[src/rtl/sobel_pkg.sv]
// Shared defaults and FSM encoding for the Sobel frame sequencer.
// Imported by the scheduler top and its testbench.
package sobel_pkg;

  localparam int DEF_IMG_W    = 256;
  localparam int DEF_IMG_H    = 256;
  localparam int DEF_ADDR_W   = 16;
  localparam int DEF_PIPE_LAT = 2;

  typedef enum logic [1:0] {
    S_IDLE  = 2'd0,
    S_SCAN  = 2'd1,
    S_DRAIN = 2'd2,
    S_DONE  = 2'd3
  } sched_state_t;

endpackage

[src/rtl/sobel_frame_scheduler_delay.sv]
// Write-back delay line: shifts {valid, border, addr} so each output-RAM
// write lines up with the datapath result for the same pixel.
module sobel_wb_delay #(
  parameter int DEPTH  = 3,
  parameter int ADDR_W = 16
) (
  input  logic              clk,
  input  logic              rst,
  input  logic              i_valid,
  input  logic              i_border,
  input  logic [ADDR_W-1:0] i_addr,
  output logic              o_valid,
  output logic              o_border,
  output logic [ADDR_W-1:0] o_addr
);

  logic [DEPTH-1:0] r_valid;
  logic [DEPTH-1:0] r_border;
  logic [ADDR_W-1:0] r_addr [DEPTH];

  always_ff @(posedge clk) begin
    if (rst) begin
      r_valid  <= '0;
      r_border <= '0;
      for (int i = 0; i < DEPTH; i++)
        r_addr[i] <= '0;
    end else begin
      r_valid[0]  <= i_valid;
      r_border[0] <= i_border;
      r_addr[0]   <= i_addr;
      for (int i = 1; i < DEPTH; i++) begin
        r_valid[i]  <= r_valid[i-1];
        r_border[i] <= r_border[i-1];
        r_addr[i]   <= r_addr[i-1];
      end
    end
  end

  assign o_valid  = r_valid[DEPTH-1];
  assign o_border = r_border[DEPTH-1];
  assign o_addr   = r_addr[DEPTH-1];

endmodule

[src/rtl/sobel_frame_scheduler.sv]
// Frame sequencer: raster-scans the loaded image issuing window reads,
// then writes each result (or a zero border pixel) to the output RAM.
module sobel_frame_scheduler
  import sobel_pkg::*;
#(
  parameter int IMG_W    = DEF_IMG_W,
  parameter int IMG_H    = DEF_IMG_H,
  parameter int ADDR_W   = DEF_ADDR_W,
  parameter int PIPE_LAT = DEF_PIPE_LAT
) (
  input  logic              clk,
  input  logic              rst,
  input  logic              transfer_done,
  output logic              rd_en,
  output logic [ADDR_W-1:0] rd_addr,
  output logic              wr_en,
  output logic [ADDR_W-1:0] wr_addr,
  output logic              wr_border,
  output logic              busy,
  output logic              processing_done
);

  localparam int COL_W = $clog2(IMG_W);
  localparam int ROW_W = $clog2(IMG_H);
  localparam int DR_W  = $clog2(PIPE_LAT + 2);

  localparam logic [COL_W-1:0] COL_LAST = COL_W'(IMG_W - 1);
  localparam logic [ROW_W-1:0] ROW_LAST = ROW_W'(IMG_H - 1);
  localparam logic [DR_W-1:0]  DR_LAST  = DR_W'(PIPE_LAT);

  sched_state_t r_state;
  sched_state_t w_next;

  logic [ROW_W-1:0]  r_row;
  logic [COL_W-1:0]  r_col;
  logic [ADDR_W-1:0] r_addr;
  logic [DR_W-1:0]   r_drain;
  logic              r_rd_en;
  logic              r_busy;
  logic              r_done;

  logic w_col_end;
  logic w_last;
  logic w_border;

  assign w_col_end = (r_col == COL_LAST);
  assign w_last    = w_col_end && (r_row == ROW_LAST);
  assign w_border  = (r_row == '0) || (r_row == ROW_LAST) ||
                     (r_col == '0) || w_col_end;

  always_ff @(posedge clk) begin
    if (rst) r_state <= S_IDLE;
    else     r_state <= w_next;
  end

  always_comb begin
    w_next = r_state;
    unique case (r_state)
      S_IDLE:  if (transfer_done)     w_next = S_SCAN;
      S_SCAN:  if (w_last)            w_next = S_DRAIN;
      S_DRAIN: if (r_drain == DR_LAST) w_next = S_DONE;
      S_DONE:  if (!transfer_done)    w_next = S_IDLE;
      default:                        w_next = S_IDLE;
    endcase
  end

  // Counters rest at zero outside SCAN so each frame starts at pixel 0.
  always_ff @(posedge clk) begin
    if (rst || r_state != S_SCAN || w_last) begin
      r_row  <= '0;
      r_col  <= '0;
      r_addr <= '0;
    end else begin
      r_addr <= r_addr + ADDR_W'(1);
      if (w_col_end) begin
        r_col <= '0;
        r_row <= r_row + ROW_W'(1);
      end else begin
        r_col <= r_col + COL_W'(1);
      end
    end
  end

  always_ff @(posedge clk) begin
    if (rst || r_state != S_DRAIN) r_drain <= '0;
    else                           r_drain <= r_drain + DR_W'(1);
  end

  always_ff @(posedge clk) begin
    if (rst) begin
      r_rd_en <= 1'b0;
      r_busy  <= 1'b0;
      r_done  <= 1'b0;
    end else begin
      r_rd_en <= (w_next == S_SCAN);
      r_busy  <= (w_next == S_SCAN) || (w_next == S_DRAIN);
      r_done  <= (w_next == S_DONE);
    end
  end

  sobel_wb_delay #(
    .DEPTH  (PIPE_LAT + 1),
    .ADDR_W (ADDR_W)
  ) u_delay (
    .clk      (clk),
    .rst      (rst),
    .i_valid  (r_rd_en),
    .i_border (r_rd_en & w_border),
    .i_addr   (r_rd_en ? r_addr : '0),
    .o_valid  (wr_en),
    .o_border (wr_border),
    .o_addr   (wr_addr)
  );

  assign rd_en           = r_rd_en;
  assign rd_addr         = r_addr;
  assign busy            = r_busy;
  assign processing_done = r_done;

endmodule

[config.mk]
export PLATFORM = sky130hd
export DESIGN_NAME = sobel_frame_scheduler
export DESIGN_NICKNAME = d
export VERILOG_FILES = /design/src/rtl/sobel_pkg.sv /design/src/rtl/sobel_frame_scheduler_delay.sv /design/src/rtl/sobel_frame_scheduler.sv
export SDC_FILE = /design/constraint.sdc
export NUM_CORES = 1
export LEC_CHECK = 0
export CELL_PAD_IN_SITES_DETAIL_PLACEMENT = 0
export CELL_PAD_IN_SITES_GLOBAL_PLACEMENT = 1
export CORE_ASPECT_RATIO = 1.25
export CORE_UTILIZATION = 46
export DETAILED_ROUTE_END_ITERATION = 8
export PLACE_DENSITY = 0.86
export SYNTH_ARGS = -nofsm -noshare
export SYNTH_HDL_FRONTEND = slang
export SYNTH_HIERARCHICAL = 1
export SYNTH_SLANG_ARGS = --single-unit
[constraint.sdc]
create_clock -name clk -period 3.1 [get_ports clk]
set_clock_uncertainty 0.1 [all_clocks]
set_input_delay 0.465 -clock clk [delete_from_list [all_inputs] [get_ports clk]]
set_output_delay 0.465 -clock clk [all_outputs]
set_load 0.05 [all_outputs]
# Word level (Yosys, flattened, before mapping)
# Memory sizes are Yosys's and may differ from the RTL's.
# Cells that the tools add are included.
# word_totals
register_bits	45
ram_bits	48
out_inout_bits	37
mem_count	1
# mem_list
name	words	width	rd	rd_ports_with_merged_regs	write_ports	line_no	source
u_delay.r_addr	3	16	3	0	3	sobel_frame_scheduler_delay.sv:19	logic [ADDR_W-1:0] r_addr [DEPTH];
# classes
n_addsub	4
eq_ne	11
mux	12
n_bitwise	4
reduce_logical	12
# op_table
cell	n
two-way mux 16 bit	4
adder 16 x 1 -> 16 bit, second input constant	1
adder 8 x 1 -> 8 bit, second input constant	2
equality test 8 bit, second input constant	2
zero test 8 bit	2
equality test 2 bit, second input constant	5
two-way mux 2 bit	4
one-hot mux 2 bit (4 select lines)	1
logical OR 1 bit	7
equality test 2 x 1 -> 1 bit, second input constant	2
two-way mux 1 bit	3
OR 1 bit	3
adder 2 x 1 -> 2 bit, second input constant	1
zero test 2 bit	1
!= test 2 x 1 -> 1 bit, second input constant	1
!= test 2 bit, second input constant	1
OR reduction 2 bit	1
AND 1 bit	1
logical AND 1 bit	1

# Depth between registers and ports, before layout
# logic_depth
ltp_word	6
mapped_depth	8
depth_no_buf	7

# Cells and area by module
# The synthesis kept the hierarchy.
# modules_own_cells
mod	n_inst	cells_per_inst	area_per_inst_um2
sobel_frame_scheduler	1	214	1863.0
sobel_wb_delay	1	129	1564.0

# Worst setup path after synthesis
# OpenSTA, ideal clock, no wires.
# synth_path
kind	reg-to-reg
start	reg r_col[0]
end	reg r_busy (netlist: busy)
arrival_time_ns	1.696
path_slack_ns	1.238
stages_incl_launch_ff	9
path_buffers	1
period_less_slack_ns	1.862
path_cell_list	dfxtp_1 -> ha_1 -> and4_1 -> buf_2 -> nand2_1 -> o21bai_1 -> nand3_1 -> ha_1 -> nor2_1
# synth_via
elab_chain_len	6
elab_cells_between_ends	7
cone_classes	eq/ne (3); mux (2); reduce/logical (2)
# synth_rtl
element	line_no	source
start, declared	sobel_frame_scheduler.sv:35	logic [COL_W-1:0] r_col;
start signal, assigned	sobel_frame_scheduler.sv:79	r_col <= r_col + COL_W'(1);
equality test 8 bit *	sobel_frame_scheduler.sv:46	assign w_col_end = (r_col == COL_LAST);
logical AND 1 bit *	sobel_frame_scheduler.sv:47	assign w_last = w_col_end && (r_row == ROW_LAST);
two-way mux 2 bit *	sobel_frame_scheduler.sv:60	S_SCAN: if (w_last) w_next = S_DRAIN;
one-hot mux 2 bit (4 select lines) *	sobel_frame_scheduler.sv:58	unique case (r_state)
named net w_next[0]	sobel_frame_scheduler.sv:32	sched_state_t w_next;
equality test 2 x 1 -> 1 bit / equality test 2 bit (equally long branches)	sobel_frame_scheduler.sv:96	r_busy <= (w_next == S_SCAN) || (w_next == S_DRAIN);
logical OR 1 bit *	sobel_frame_scheduler.sv:96	
end signal, assigned	sobel_frame_scheduler.sv:96	
end, declared	sobel_frame_scheduler.sv:39	logic r_busy;
# The timed path passes the listed nets; every way through them passes the cells marked *.
# A chain may end at the register's enable or synchronous reset.

# Worst setup path after layout
# layout_path
start	reg r_addr[10] (netlist: rd_addr[10])
end	out rd_addr[10]
# layout_lines
element	line_no	source
start, declared	sobel_frame_scheduler.sv:36	logic [ADDR_W-1:0] r_addr;
start signal, assigned	sobel_frame_scheduler.sv:74	r_addr <= r_addr + ADDR_W'(1);
end, declared	sobel_frame_scheduler.sv:15	output logic [ADDR_W-1:0] rd_addr,
# No word-level cell between the ends.

==> impl_metrics.env <==
export IMPL_status="complete, no violations"
export IMPL_drive_gt1_share_pct=6.166
export IMPL_max_freq_mhz=435.0
export IMPL_syn_mean_instance_area_sq_um=9.991
export IMPL_numCtsBuffers=9
export IMPL_wl_um=5241
export IMPL_rsz0062_at_grt="no"
export IMPL_tightest_slew_ns=0.6346
export IMPL_stdcell_area_sq_um=3965
export IMPL_initial_core_util_pct=48.24
export IMPL_row_count=34
export IMPL_path_cells="clkdlybuf4s50_1"
export IMPL_synth_largest_area_cell="dfxtp_1"
export IMPL_critPathRequiredTime_ns=2.53
export IMPL_hold_path_class="reg2reg"
export IMPL_clock_latency_ns=0.36
export IMPL_crit_type="reg2out"
export IMPL_clock_root_buffer="clkbuf_8"
export IMPL_synth_common_cells="93 x dfxtp_1, 56 x nor2b_1, 36 x nor2_1"
export IMPL_cp_slowest_stage_delay_ns=0.86
export IMPL_placed_area_sq_um=3755
export IMPL_core_region_area_sq_um=7104
export IMPL_dp_hpwl_um=3581
export IMPL_cp_depth=1
export IMPL_path_clk_slew_ns=0.11
export IMPL_total_power_mw=2.073
export IMPL_htree_levels=3
export IMPL_portBuffers=39
export IMPL_grt_pass1_wl_um=8825
export IMPL_grt_ovfl_total=0
export IMPL_track_usage_pct=14.65
export IMPL_ys_ff_latch=93
export IMPL_viasPerCell=4.706
export IMPL_wl_per_cell_um=11.32
export IMPL_fin_crit_ns=2.299
export IMPL_synth_area_sq_um=3427
export IMPL_power_density_nw_per_um2=522.7
export IMPL_finalSetupViolations=0
export IMPL_path_delay_family="buffers and inverters"
export IMPL_cp_start_kind="flip-flop"
export IMPL_clock_path_buffers=2
export IMPL_cp_slowest_cell="clkdlybuf4s50_1"
export IMPL_ios=40
export IMPL_cts_resized_gates=0
export IMPL_relSlewSlack_pct=57.53
export IMPL_routed_via_count=2179
export IMPL_totalNegativeSetupSlack_ns=0
export IMPL_hold_path_cell_count=1
export IMPL_diodes=0
export IMPL_die_area_sq_um=7801
export IMPL_reg2regPathDepth=5
export IMPL_syn_inst=343
export IMPL_synth_most_common_cell="dfxtp_1"
export IMPL_ys_seq_area_share_pct=54.33
export IMPL_hold_buffers=0
export IMPL_crit_path_max_fanout=7
export IMPL_place_gp_congestion=0.8189
export IMPL_nets=379
export IMPL_endpoint_kind="primary output"
export IMPL_yosys_area_top_type_share_pct=54.33
export IMPL_drtIter0Drc=73
export IMPL_drv_cap=0
export IMPL_synth_edff_count=0
export IMPL_syn_to_final_growth_pct=15.70
export IMPL_slew_violations=0
export IMPL_multi_input_area_sq_um=1343
export IMPL_nFillCells=613
export IMPL_grt_max_degree=45
export IMPL_cts_sinks=93
export IMPL_register_area_sq_um=1862
export IMPL_arrival_ns=1.73
export IMPL_post_cts_buffers=0
export IMPL_async_flop_share_pct=0
export IMPL_synth_fp_nets=354
export IMPL_synth_cell_types=34
export IMPL_cts_tree="done"
export IMPL_antenna_found_initial=0
export IMPL_period_share_pct=74.16
export IMPL_fp_dieH_um=98.50
export IMPL_p_leak_nw=1.426
export IMPL_hold_violations=0
export IMPL_yosys_warnings=6
export IMPL_drtPass1Iterations=5
export IMPL_die_x_um=79.20
export IMPL_final_antenna_net_count=0
export IMPL_peakVddDrop_mv=0.2872
export IMPL_drc_errors=0
export IMPL_synth_area_leaders="dfxtp_1 54%, nor2b_1 10%, nor2_1 3.9%"
export IMPL_first_global_vias=1936
export IMPL_cp_num_buf_inv=1
export IMPL_yosys_most_used_dff="dfxtp_1"
power breakdown:
group	leakage [nW]	switching [mW]	internal [mW]	total [mW]
Sequential	0.751	0.00583	1.20	1.21
Clock	0.105	0.471	0.326	0.797
Combinational	0.571	0.0466	0.0207	0.0673
cell usage in the layout, fill, tap and decap left out, types with 3 or more instances in the layout:
cell type,synthesis,routed
dfxtp_1,93,93
nor2b_1,56,56
clkdlybuf4s50_1,0,38
nor2_1,36,36
and2_1,17,17
nand3_1,15,15
xnor2_1,15,15
nand2_1,11,11
xor2_1,11,11
inv_1,10,10
nand4_1,10,10
clkbuf_8,0,9
ha_1,8,8
nor4_1,6,6
nor3_1,6,6
and4_1,3,3
and3_1,3,3
inv_6,0,3
clkinv_8,0,3
sequential cells by signal, indices dropped and copies added (netlist names):
signal / cells
busy: 1
r_row: 8
u_delay/r_addr: 48
r_drain: 2
r_col: 8
u_delay/r_valid: 3
processing_done: 1
rd_en: 1
r_state: 2
u_delay/r_border: 3
rd_addr: 16
final timing paths:
path / startpoint / endpoint / slack (ns)
min: r_drain[0] / r_drain[0] / 0.32
max reg2reg: r_col[0] / rd_addr[13] / 1.03
max: rd_addr[10] / rd_addr[10] / 0.80
min reg2reg: r_drain[0] / r_drain[0] / 0.32
area by class of cell:
| cell class | count | area share (%) |
|---|---|---|
| sequential | 93 | 46.96 |
| multi-input combinational | 213 | 33.86 |
| timing repair buffer | 41 | 10.10 |
| clock buffer | 9 | 3.124 |
| tap | 90 | 2.840 |
| clock inverter | 7 | 2.177 |
| inverter | 10 | 0.9467 |
cell families (layout without fill, tap and decap cells):
logic type	count (synthesis)	in the layout	synth area share, %
XOR/XNOR	26	26	6.645
buffers and inverters	37	67	6.499
AND/OR/NAND/NOR	169	169	27.31
adder cells (fa/ha/maj)	8	8	2.921
flip-flops	93	93	54.33
AO/OA/AOI/OAI	10	10	2.301
stage by stage:
| step | hold WS, ns | setup slack (ns) | std cells | util, % |
|---|---|---|---|---|
| finish | 0.3229 | 0.8011 | 463 | 55.81 |
| global route | 0.3496 | 0.7348 | 463 | 55.81 |
| CTS | 0.3231 | 0.7850 | 463 | 55.81 |
| detailed placement | 0.3103 | 1.037 | 447 | 52.85 |
| global placement | 0.3048 | 1.102 | 447 | 52.85 |
| floorplan | 0.2975 | 1.238 | 343 | - |
per-layer routing:
metal / share of wire, % / track usage [%]
met1: 48 / 18.17
met2: 46 / 22.88
met3: 4.6 / 5.556
met4: 1.4 / 5.734
met5: 0 / 0
Note: power is estimated with default switching activity, not from simulation.
